### src/rtl/bincnt_seq.sv
// bincnt_seq: multi-cycle popcount, CW bits per clock, with a saturating running total.
// Words are taken over a valid/ready input and results returned over a valid/ready output.
module bincnt_seq #(
    parameter int W = 16,
    parameter int CW = 4,
    parameter int AW = 16,
    localparam int OW = $clog2(W + 1)
) (
    input  logic          clk,
    input  logic          rst_n,
    input  logic          in_valid,
    output logic          in_ready,
    input  logic [W-1:0]  in_data,
    input  logic          in_acc,
    input  logic          clr,
    output logic          out_valid,
    input  logic          out_ready,
    output logic [OW-1:0] out_cnt,
    output logic [AW-1:0] out_total,
    output logic          out_ovf
);
    localparam int N = W / CW;
    localparam int SW = N > 1 ? $clog2(N) : 1;

    generate
        if (W % CW != 0) begin : g_bad_cfg
            $error("bincnt_seq: W must be a multiple of CW");
        end
    endgenerate

    typedef enum logic [1:0] {IDLE, COUNT, DONE} state_t;

    state_t        state, state_nxt;
    logic [W-1:0]  shift;
    logic [OW-1:0] part, chunk_cnt, cnt_nxt;
    logic [SW-1:0] step;
    logic          acc_q, last;
    logic [AW:0]   sum;

    assign last = state == COUNT && step == SW'(N - 1);
    assign cnt_nxt = part + chunk_cnt;
    // clr takes precedence over the old total, so a coinciding accumulate starts from zero
    assign sum = {1'b0, clr ? {AW{1'b0}} : out_total} + {{(AW + 1 - OW){1'b0}}, cnt_nxt};

    always_comb begin
        chunk_cnt = '0;
        for (int i = 0; i < CW; i++) chunk_cnt = chunk_cnt + OW'(shift[i]);
    end

    always_comb begin
        state_nxt = state;
        in_ready  = 1'b0;
        out_valid = 1'b0;
        case (state)
            IDLE: begin
                in_ready = rst_n;
                if (in_valid) state_nxt = COUNT;
            end
            COUNT: if (last) state_nxt = DONE;
            DONE: begin
                out_valid = rst_n;
                if (out_ready) state_nxt = IDLE;
            end
            default: state_nxt = IDLE;
        endcase
    end

    always_ff @(posedge clk) begin
        if (!rst_n) state <= IDLE;
        else state <= state_nxt;
    end

    always_ff @(posedge clk) begin
        if (!rst_n) begin
            out_cnt   <= '0;
            out_total <= '0;
            out_ovf   <= 1'b0;
        end else begin
            if (state == IDLE && in_valid) begin
                shift <= in_data;
                acc_q <= in_acc;
                part  <= '0;
                step  <= '0;
            end
            if (state == COUNT) begin
                part  <= cnt_nxt;
                shift <= shift >> CW;
                step  <= step + 1'b1;
            end
            if (last) out_cnt <= cnt_nxt;
            if (last && acc_q) begin
                out_total <= sum[AW] ? {AW{1'b1}} : sum[AW-1:0];
                out_ovf   <= sum[AW] | (out_ovf & ~clr);
            end else if (clr) begin
                out_total <= '0;
                out_ovf   <= 1'b0;
            end
        end
    end
endmodule
### config.mk
export PLATFORM = sky130hd
export DESIGN_NAME = bincnt_seq
export DESIGN_NICKNAME = d
export VERILOG_FILES = /design/src/rtl/bincnt_seq.sv
export SDC_FILE = /design/constraint.sdc
export NUM_CORES = 1
export LEC_CHECK = 0
export BUFFER_PORTS_ARGS = -buffer_cell sky130_fd_sc_hd__buf_2
export CORE_MARGIN = 3
export CORE_UTILIZATION = 35
export CTS_BUF_LIST = sky130_fd_sc_hd__clkbuf_8
export DETAILED_ROUTE_END_ITERATION = 10
export GPL_TIMING_DRIVEN = 0
export PLACE_DENSITY = 0.59
export SLEW_MARGIN = 20
export SYNTH_ARGS = -nofsm -noshare
export SYNTH_HDL_FRONTEND = slang
export SYNTH_SLANG_ARGS = --single-unit
### constraint.sdc
create_clock -name clk -period 4.8 [get_ports clk]
set_input_delay 0.24 -clock clk [delete_from_list [all_inputs] [get_ports clk]]
set_output_delay 0.24 -clock clk [all_outputs]
set_load 0.05 [all_outputs]
==> results of run 1 <==
==> flip-flops by register name, summed over array words and instances, names as in the netlist <==
signal,count
step,2
out_cnt,5
out_ovf,1
part,5
state,2
shift,16
out_total,16
acc_q,1
==> path summary, 6_finish.rpt <==
kind,from,endpoint,slack [ns],depth (start not counted)
setup / recovery,shift[0],out_total[11],0.78,13
hold / removal,in_acc,acc_q,0.14,1
setup reg to reg,shift[0],out_total[11],0.78,13
hold reg to reg,out_ovf,out_ovf,0.47,2
==> metal layers <==
layer  GRT usage, %  vias up
li1               -     1000
met1           17.1      870
met2           20.8       56
met3           3.18        4
met4           3.32        0
met5              0        -
==> layout make-up <==
class,instances,area [um2],area share [%]
flip-flops and latches,48,1200,41.3
multi-input cells,185,1200,41.2
repair buffers,44,220,7.58
well taps,96,120,4.13
clock buffers,5,68.8,2.37
plain buffers,11,52.6,1.81
inverters,9,33.8,1.16
clock inverters,3,13.8,0.474
==> per-stage QoR <==
| stage | total power [mW] | cells | cell area (um2) | setup slack, ns |
|---|---|---|---|---|
| after global placement | 0.710 | 393 | 2820 | 0.811 |
| final | 0.930 | 401 | 2910 | 0.784 |
| after floorplan | 0.657 | 253 | 2480 | 1.19 |
| after CTS | 0.943 | 401 | 2910 | 0.737 |
| after global routing | 0.994 | 401 | 2910 | 0.512 |
| after detailed placement | 0.715 | 393 | 2820 | 0.757 |
==> worst max-delay path, stage by stage, from the launching register on <==
cell	delay [ns]
edfxtp_1	0.41
fa_1	0.49
ha_1	0.19
ha_1	0.31
fa_1	0.44
a21oi_1	0.17
nor2b_1	0.07
xnor2_1	0.29
inv_1	0.09
ha_1	0.39
nand4_1	0.18
a31oi_4	0.35
or3b_1	0.38
a31oi_1	0.16
==> synthesized netlist by cell type (2+ instances only) <==
cell,number,share of area [%]
edfxtp_1,24,29
a21oi_1,13,2.6
a31oi_1,5,1.3
a211oi_1,4,1.2
and3_1,2,0.50
and2_1,10,2.5
o21ai_0,2,0.40
inv_1,9,1.4
clkbuf_1,8,1.2
nand2_1,49,7.4
dfxtp_1,24,19
fa_1,3,2.4
nor3_1,2,0.40
nor2b_1,9,2.3
nor2_1,18,2.7
a311o_1,2,0.81
nand3_1,8,1.6
xnor2_1,6,2.1
nand3_2,2,0.81
nor3b_1,2,0.60
mux2i_1,5,2.0
nand2b_1,2,0.50
ha_1,11,5.5
nand4b_1,2,0.71
a311oi_1,3,1.1
a41o_1,2,0.81
a21o_1,2,0.60
nor4_1,2,0.50
nand4_1,5,1.3
==> power by group through the flow <==
stage | Combinational, mW | Sequential [mW] | Clock, mW
2_1_floorplan | 0.158 | 0.499 | 0
3_3_place_gp | 0.220 | 0.490 | 0
3_5_place_dp | 0.224 | 0.491 | 0
4_1_cts | 0.224 | 0.482 | 0.237
5_1_grt | 0.253 | 0.485 | 0.256
6_report | 0.219 | 0.481 | 0.230
==> cells by family (layout without fill, tap and decap cells) <==
group	after synthesis	after routing	share of synthesized area, %
AND/OR/NAND/NOR	120	120	23.9
multiplexers	5	5	2.02
AO/OA/AOI/OAI	40	40	12.1
buffers and inverters	20	72	3.48
XOR/XNOR	6	6	2.12
adder cells (fa/ha/maj)	14	14	7.96
flip-flops	48	48	48.4
==> flow_summary.json, run 1 <==
{
  "ys_ff_latch": 48,
  "grt_max_degree": 24,
  "wl_met3_um": 275,
  "layout_commonest_cell": "nand2_1",
  "drive_above_1_share_pct": 20.0,
  "clock_path_buffers": 2,
  "synth_edf_count": 24,
  "crit_fanout": 9,
  "p_int_mw": 0.652,
  "fmax_mhz": 249,
  "drc_errors": 0,
  "grt_overflow": 0,
  "cts_hold_buf": 0,
  "synth_area_per_cell_um2": 9.82,
  "ir_drop_uv": 128,
  "worst_pin_slew_ns": 0.938,
  "period_needed_ns": 4.02,
  "startpoint_type": "register",
  "swShare_pct": 29.9,
  "critPathArrivalTime_ns": 4.24,
  "slew_headroom_pct": 37.3,
  "skew_ns": 0.00801,
  "async_flop_share_pct": 0,
  "wl_um": 5150,
  "ios": 46,
  "cts_setup_buffers": 0,
  "grt_pass1_wl_um": 8630,
  "utilization_pct": 42.5,
  "cts-htree-levels": 2,
  "dr.pass1.iters": 4,
  "period_share_pct": 83.7,
  "core.rowCount": 30,
  "dieArea_mm2": 0.00814,
  "final_cell_mix": "49 x nand2_1, 44 x buf_2, 24 x edfxtp_1, 24 x dfxtp_1, 18 x nor2_1",
  "fp.dieH_um": 90.2,
  "hold_viol_final": 0,
  "wl_per_cell_um": 12.9,
  "viasPerCell": 4.81,
  "share_comb_of_total_power_pct": 23.6,
  "root_buffer": "clkbuf_8",
  "antenna_found_initial": 0,
  "cts_resized": 0,
  "gp_congestion": 0.827,
  "drt-met1-wl_um": 2510,
  "grt_pass1_vias": 1834,
  "final-setup-viol-count": 0,
  "n_antenna_cell": 0,
  "final_antenna_net_count": 0,
  "core_area_mm2": 0.00683,
  "p_per_area_mw_per_mm2": 320,
  "yosysUniqueCellTypes": 46,
  "synth_seq_area_share_pct": 48.4,
  "dp_hpwl_um": 3760,
  "syn_area_mm2": 0.00248,
  "hp-class": "input pin to register",
  "syn_to_final_growth_pct": 17.0,
  "cts_tree": "done",
  "maxCapViolations": 0,
  "clock_sinks": 48,
  "syn_inst": 253,
  "routed.top_layer": "met4",
  "cp.required_ns": 5.02,
  "rsz0062_at_grt": "no",
  "setup_tns_ns": 0,
  "start_util_pct": 36.4,
  "vias": 1930,
  "port_buffers": 44,
  "whs_ns": 0.140,
  "nNetsFinal": 340,
  "chipWidth_um": 90.2,
  "cts-buffers-inserted": 5,
  "yosysWarnings": 0,
  "clkLatencyLatePin_ns": 0.29,
  "cp-end-kind": "register",
  "final.fill_count": 717,
  "outcome": "completed",
  "track_usage_pct": 12.8,
  "wl_met2_um": 2330,
  "seqPwrFrac_pct": 51.7,
  "ys.flop_type": "edfxtp_1",
  "p_sw_mw": 0.278,
  "clockPowerShare_pct": 24.7,
  "clkTransAtPathRegs_ns": 0.09,
  "syn_nets": 289,
  "drv_slew": 0,
  "criticalPathCategory": "register to register",
  "power_leakage_nw": 1.21,
  "drt_iter0_drc": 83
}
Note: power is estimated with default switching activity, not from simulation.
==> inputs of run 2 (changes only) <==
==> constraint.sdc (replaced) <==
create_clock -name clk -period 3.75 [get_ports clk]
set_input_delay 0.1875 -clock clk [delete_from_list [all_inputs] [get_ports clk]]
set_output_delay 0.1875 -clock clk [all_outputs]
set_load 0.05 [all_outputs]
==> flow_summary.json, run 2 (synthesized netlist as in run 1, its figures left out) <==
{
  "start_util_pct": 36.4,
  "swShare_pct": 30.0,
  "critPathMaxStageDelay_ns": 0.61,
  "clockPowerShare_pct": 22.8,
  "port_buffers": 44,
  "wl_per_cell_um": 13.4,
  "slew_headroom_pct": 37.5,
  "vias": 1968,
  "grt_max_degree": 24,
  "rr_startpoint": "shift[1]",
  "crit_slowest_cell": "fa_1",
  "grt_pass1_vias": 1887,
  "clkLatencyLatePin_ns": 0.29,
  "clock_sinks": 48,
  "dieArea_mm2": 0.00814,
  "skew_ns": 0.00816,
  "placed_cells_incl_taps": 393,
  "utilization_pct": 44.8,
  "share_comb_of_total_power_pct": 29.6,
  "drc_errors": 0,
  "grt_overflow": 0,
  "period_share_pct": 97.9,
  "core.rowCount": 30,
  "seqPwrFrac_pct": 47.6,
  "cts-buffers-inserted": 5,
  "final.fill_count": 695,
  "p_int_mw": 0.908,
  "layout_commonest_cell": "nand2_1",
  "criticalPathCategory": "register to register",
  "p_sw_mw": 0.390,
  "power_leakage_nw": 1.24,
  "crit_fanout": 6,
  "reg2reg_slack_ns": 0.08,
  "design_area_mm2": 0.00306,
  "whs_ns": 0.0850,
  "whs_path_depth": 1,
  "fin_ws_ns": 0.0790,
  "viasPerCell": 4.84,
  "worst_pin_slew_ns": 0.935,
  "syn_to_final_growth_pct": 23.3,
  "wl_um": 5450,
  "outcome": "completed",
  "gp_congestion": 0.827,
  "clkTransAtPathRegs_ns": 0.09,
  "p_per_area_mw_per_mm2": 424,
  "cp_common_cell": "ha_4",
  "cp-end-kind": "register",
  "maxCapViolations": 0,
  "root_buffer": "clkbuf_8",
  "reg_top3": "out_total: 16 flops, shift: 16 flops",
  "chipWidth_um": 90.2,
  "fp.dieH_um": 90.2,
  "cts_tree": "done",
  "dr.pass1.iters": 4,
  "final-setup-viol-count": 0,
  "drive_above_1_share_pct": 25.4,
  "nNetsFinal": 346,
  "rsz0062_at_grt": "yes",
  "period_needed_ns": 3.67,
  "min-delay-start": "in_acc",
  "placed_area_mm2": 0.00282,
  "drv_slew": 0,
  "core_area_mm2": 0.00683,
  "fmax_mhz": 272,
  "antenna_found_initial": 0,
  "dp_hpwl_um": 3760,
  "cp.required_ns": 3.97,
  "worstRegToRegCells": 13,
  "final_cell_mix": "49 x nand2_1, 44 x buf_2, 24 x edfxtp_1, 24 x dfxtp_1, 18 x nor2_1",
  "startpoint_type": "register",
  "track_usage_pct": 13.3,
  "place_ws_ns": -0.293,
  "n_antenna_cell": 0,
  "ios": 46,
  "instances_no_fill": 407,
  "final_antenna_net_count": 0,
  "hp-class": "input pin to register",
  "setup_tns_ns": 0,
  "min_to": "acc_q",
  "reg2reg_to": "out_total[11]",
  "critical_path.cell_chain": "fa_1 > ha_4 > ha_4 > fa_2 > a21oi_2 > nor2b_1 > xnor2_2 > inv_1 > ha_4 > nand4_1 > a31oi_4 > or3b_1 > a31oi_1",
  "multi_input_area_mm2": 0.00132,
  "cts-htree-levels": 2,
  "regArea_mm2": 0.00120,
  "hold_viol_final": 0,
  "grt_pass1_wl_um": 8900,
  "clock_path_buffers": 2,
  "totalPowerFinal_mw": 1.30,
  "drt_iter0_drc": 92,
  "critPathArrivalTime_ns": 3.89,
  "ir_drop_uv": 170
}
[run 2: worst max-delay path by stage]
stage | startpoint | end | slack, ns | cells past startpoint
2_1_floorplan | shift[0] | out_total[11] | 0.14 | 13
3_3_place_gp | shift[0] | out_total[11] | -0.24 | 13
3_5_place_dp | shift[0] | out_total[11] | -0.29 | 13
4_1_cts | shift[0] | out_total[10] | 0.02 | 14
5_1_grt | shift[1] | out_total[11] | -0.05 | 13
6_report | shift[1] | out_total[11] | 0.08 | 13
[run 2: routing by layer]
layer  share of wire (%)  track usage [%]  vias up
met5                   0                0        -
met3                 4.6             3.18        4
met1                  47             17.4      905
li1                    -                -     1013
met4                 1.0             3.95        0
met2                  47             21.8       46
[run 2: worst max-delay path: cells and delay by family (launching register included)]
family	cells	cell delay [ns]
AO/OA/AOI/OAI	3	0.59
XOR/XNOR	1	0.18
adder cells (fa/ha/maj)	5	1.71
buffers and inverters	1	0.10
flip-flops	1	0.40
AND/OR/NAND/NOR	3	0.61
[run 2: timing repair]
item                       CTS  global route
gates resized for setup      7             8
hold buffers                 0             0
pin swaps                    5            10
gates cloned                 1             0
setup endpoints to repair    8             9
setup buffers                4             1
[run 2: final cells by class]
cell class / instances / share of cell area, %
Timing Repair Buffer: 49 / 8.42
Clock buffer: 5 / 2.25
Tap cell: 96 / 3.92
Sequential cell: 48 / 39.2
Multi-Input combinational cell: 186 / 42.9
Buffer: 11 / 1.72
Clock inverter: 3 / 0.449
Inverter: 9 / 1.10
[run 2: power by group through the flow]
stage                     logic (mW)  clock network, mW  registers, mW
after floorplan                0.203                  0          0.638
after CTS                      0.323              0.304          0.617
final                          0.384              0.295          0.618
after global placement         0.281                  0          0.627
after global routing           0.432              0.328          0.623
after detailed placement       0.286                  0          0.629
==> inputs of run 3 (changes only) <==
--- a/config.mk
+++ b/config.mk
@@ -11,7 +11,7 @@
 export CTS_BUF_LIST = sky130_fd_sc_hd__clkbuf_8
 export DETAILED_ROUTE_END_ITERATION = 10
 export GPL_TIMING_DRIVEN = 0
-export PLACE_DENSITY = 0.59
+export PLACE_DENSITY = 0.62
 export SLEW_MARGIN = 20
 export SYNTH_ARGS = -nofsm -noshare
 export SYNTH_HDL_FRONTEND = slang
==> constraint.sdc (replaced) <==
create_clock -name clk -period 2.9 [get_ports clk]
set_input_delay 0.145 -clock clk [delete_from_list [all_inputs] [get_ports clk]]
set_output_delay 0.145 -clock clk [all_outputs]
set_load 0.05 [all_outputs]
==> flow_summary.json, run 3 (synthesized netlist as in run 1, its figures left out) <==
{
  "drc_errors": 0,
  "chipWidth_um": 90.2,
  "period_share_pct": 126,
  "design_area_mm2": 0.00326,
  "period_needed_ns": 3.65,
  "slew_headroom_pct": 35.5,
  "clkLatencyLatePin_ns": 0.30,
  "syn_to_final_growth_pct": 31.1,
  "totalPowerFinal_mw": 1.82,
  "crit_fanout": 5,
  "crit_family": "adder cells",
  "multi_input_area_mm2": 0.00139,
  "viasPerCell": 4.88,
  "power_leakage_nw": 1.33,
  "critPathArrivalTime_ns": 3.84,
  "nNetsFinal": 357,
  "cts_tree": "done",
  "grt_pass1_wl_um": 9480,
  "root_buffer": "clkbuf_8",
  "met1_usage_pct": 17.8,
  "final.fill_count": 676,
  "fp.dieH_um": 90.2,
  "cp.required_ns": 3.09,
  "maxCapViolations": 0,
  "failed_checks": "negative setup slack",
  "cp-end-kind": "register",
  "clkTransAtPathRegs_ns": 0.10,
  "cp_common_cell": "ha_4",
  "drive_above_1_share_pct": 33.9,
  "grt_max_degree": 24,
  "cts-htree-levels": 2,
  "outcome": "finished with violations",
  "grt.met3_usage_pct": 3.43,
  "layout_commonest_cell": "nand2_1",
  "utilization_pct": 47.7,
  "core.rowCount": 30,
  "ir_drop_uv": 256,
  "reg_top3": "out_total: 16 flops, shift: 16 flops",
  "clock_sinks": 48,
  "clock_path_buffers": 2,
  "rsz0062_at_grt": "yes",
  "grt_pass1_vias": 2042,
  "fin_ws_ns": -0.746,
  "critical_path.cell_chain": "fa_1 > ha_4 > ha_4 > fa_2 > a21oi_2 > nor2b_2 > xnor2_2 > inv_2 > ha_4 > buf_4 > a21oi_4 > a31oi_4 > buf_6 > and2_4 > a311o_1",
  "core_area_mm2": 0.00683,
  "crit_slowest_cell": "fa_1",
  "critPathMaxStageDelay_ns": 0.58,
  "startpoint_type": "register",
  "track_usage_pct": 14.4,
  "placed_area_mm2": 0.00292,
  "whs_ns": 0.0190,
  "hp-class": "input pin to register",
  "dp_hpwl_um": 3990,
  "final_cell_mix": "49 x nand2_1, 44 x buf_2, 24 x edfxtp_1, 24 x dfxtp_1, 18 x nor2_1",
  "wl_um": 5760,
  "gr-usage-met2_pct": 24.7,
  "drt_iter0_drc": 78,
  "final_antenna_net_count": 0,
  "grt_overflow": 0,
  "dieArea_mm2": 0.00814,
  "ios": 46,
  "drv_slew": 0,
  "wl_per_cell_um": 13.8,
  "skew_ns": 0.0105,
  "port_buffers": 44,
  "hold_viol_final": 0,
  "vias": 2039,
  "regArea_mm2": 0.00120,
  "start_util_pct": 36.4,
  "dr.pass1.iters": 4,
  "gp_congestion": 0.792,
  "p_per_area_mw_per_mm2": 558,
  "n_antenna_cell": 0,
  "final-setup-viol-count": 17,
  "grt-busiest-layer": "met2",
  "fmax_mhz": 274,
  "criticalPathCategory": "register to register",
  "path_buf_inv": 3,
  "worst_pin_slew_ns": 0.966,
  "cts-buffers-inserted": 5,
  "antenna_found_initial": 0
}
-- run 3: metrics by stage --
step | setup TNS [ns] | worst slack (ns) | instances
after floorplan | -6.44 | -0.569 | 253
after global placement | -10.0 | -0.807 | 393
after detailed placement | -10.64 | -0.859 | 393
after CTS | -11.14 | -0.792 | 416
after global routing | -12.55 | -0.850 | 418
final | -10.62 | -0.746 | 418
-- run 3: final timing paths --
path,depth (start not counted),slack (ns),start,to
hold reg to reg,2,0.46,out_cnt[3],out_cnt[3]
setup reg to reg,15,-0.75,shift[3],out_total[15]
hold / removal,1,0.02,in_acc,acc_q
setup / recovery,15,-0.75,shift[3],out_total[15]
-- run 3: per-layer routing --
metal	vias up	routed length [um]
met1	965	2630
met4	0	28
met5	-	0
li1	1033	-
met2	39	2880
met3	2	220
-- run 3: area by class of cell --
| cell class | count | share of cell area, % |
|---|---|---|
| flip-flops and latches | 48 | 36.9 |
| clock inverters | 2 | 0.423 |
| inverters | 9 | 1.04 |
| multi-input cells | 185 | 42.6 |
| repair buffers | 62 | 11.6 |
| clock buffers | 6 | 2.54 |
| well taps | 96 | 3.69 |
| plain buffers | 10 | 1.27 |
-- run 3: power by group --
group,internal [mW],switching (mW)
logic,0.289,0.293
registers,0.777,0.0223
clock network,0.196,0.240
total,1.26,0.556
-- run 3: repair_timing --
item                       4_1_cts  5_1_grt
gates resized for setup         17        9
setup endpoints to repair       17       17
setup buffers                   16        2
hold buffers                     0        0
pin swaps                       16       11
-- run 3: worst reg2reg max path, cell delays in order, from the launching register on --
cell	delay [ns]
edfxtp_1	0.41
fa_1	0.58
ha_4	0.21
ha_4	0.16
fa_2	0.37
a21oi_2	0.16
nor2b_2	0.07
xnor2_2	0.24
inv_2	0.07
ha_4	0.23
buf_4	0.14
a21oi_4	0.14
a31oi_4	0.14
buf_6	0.16
and2_4	0.15
a311o_1	0.29
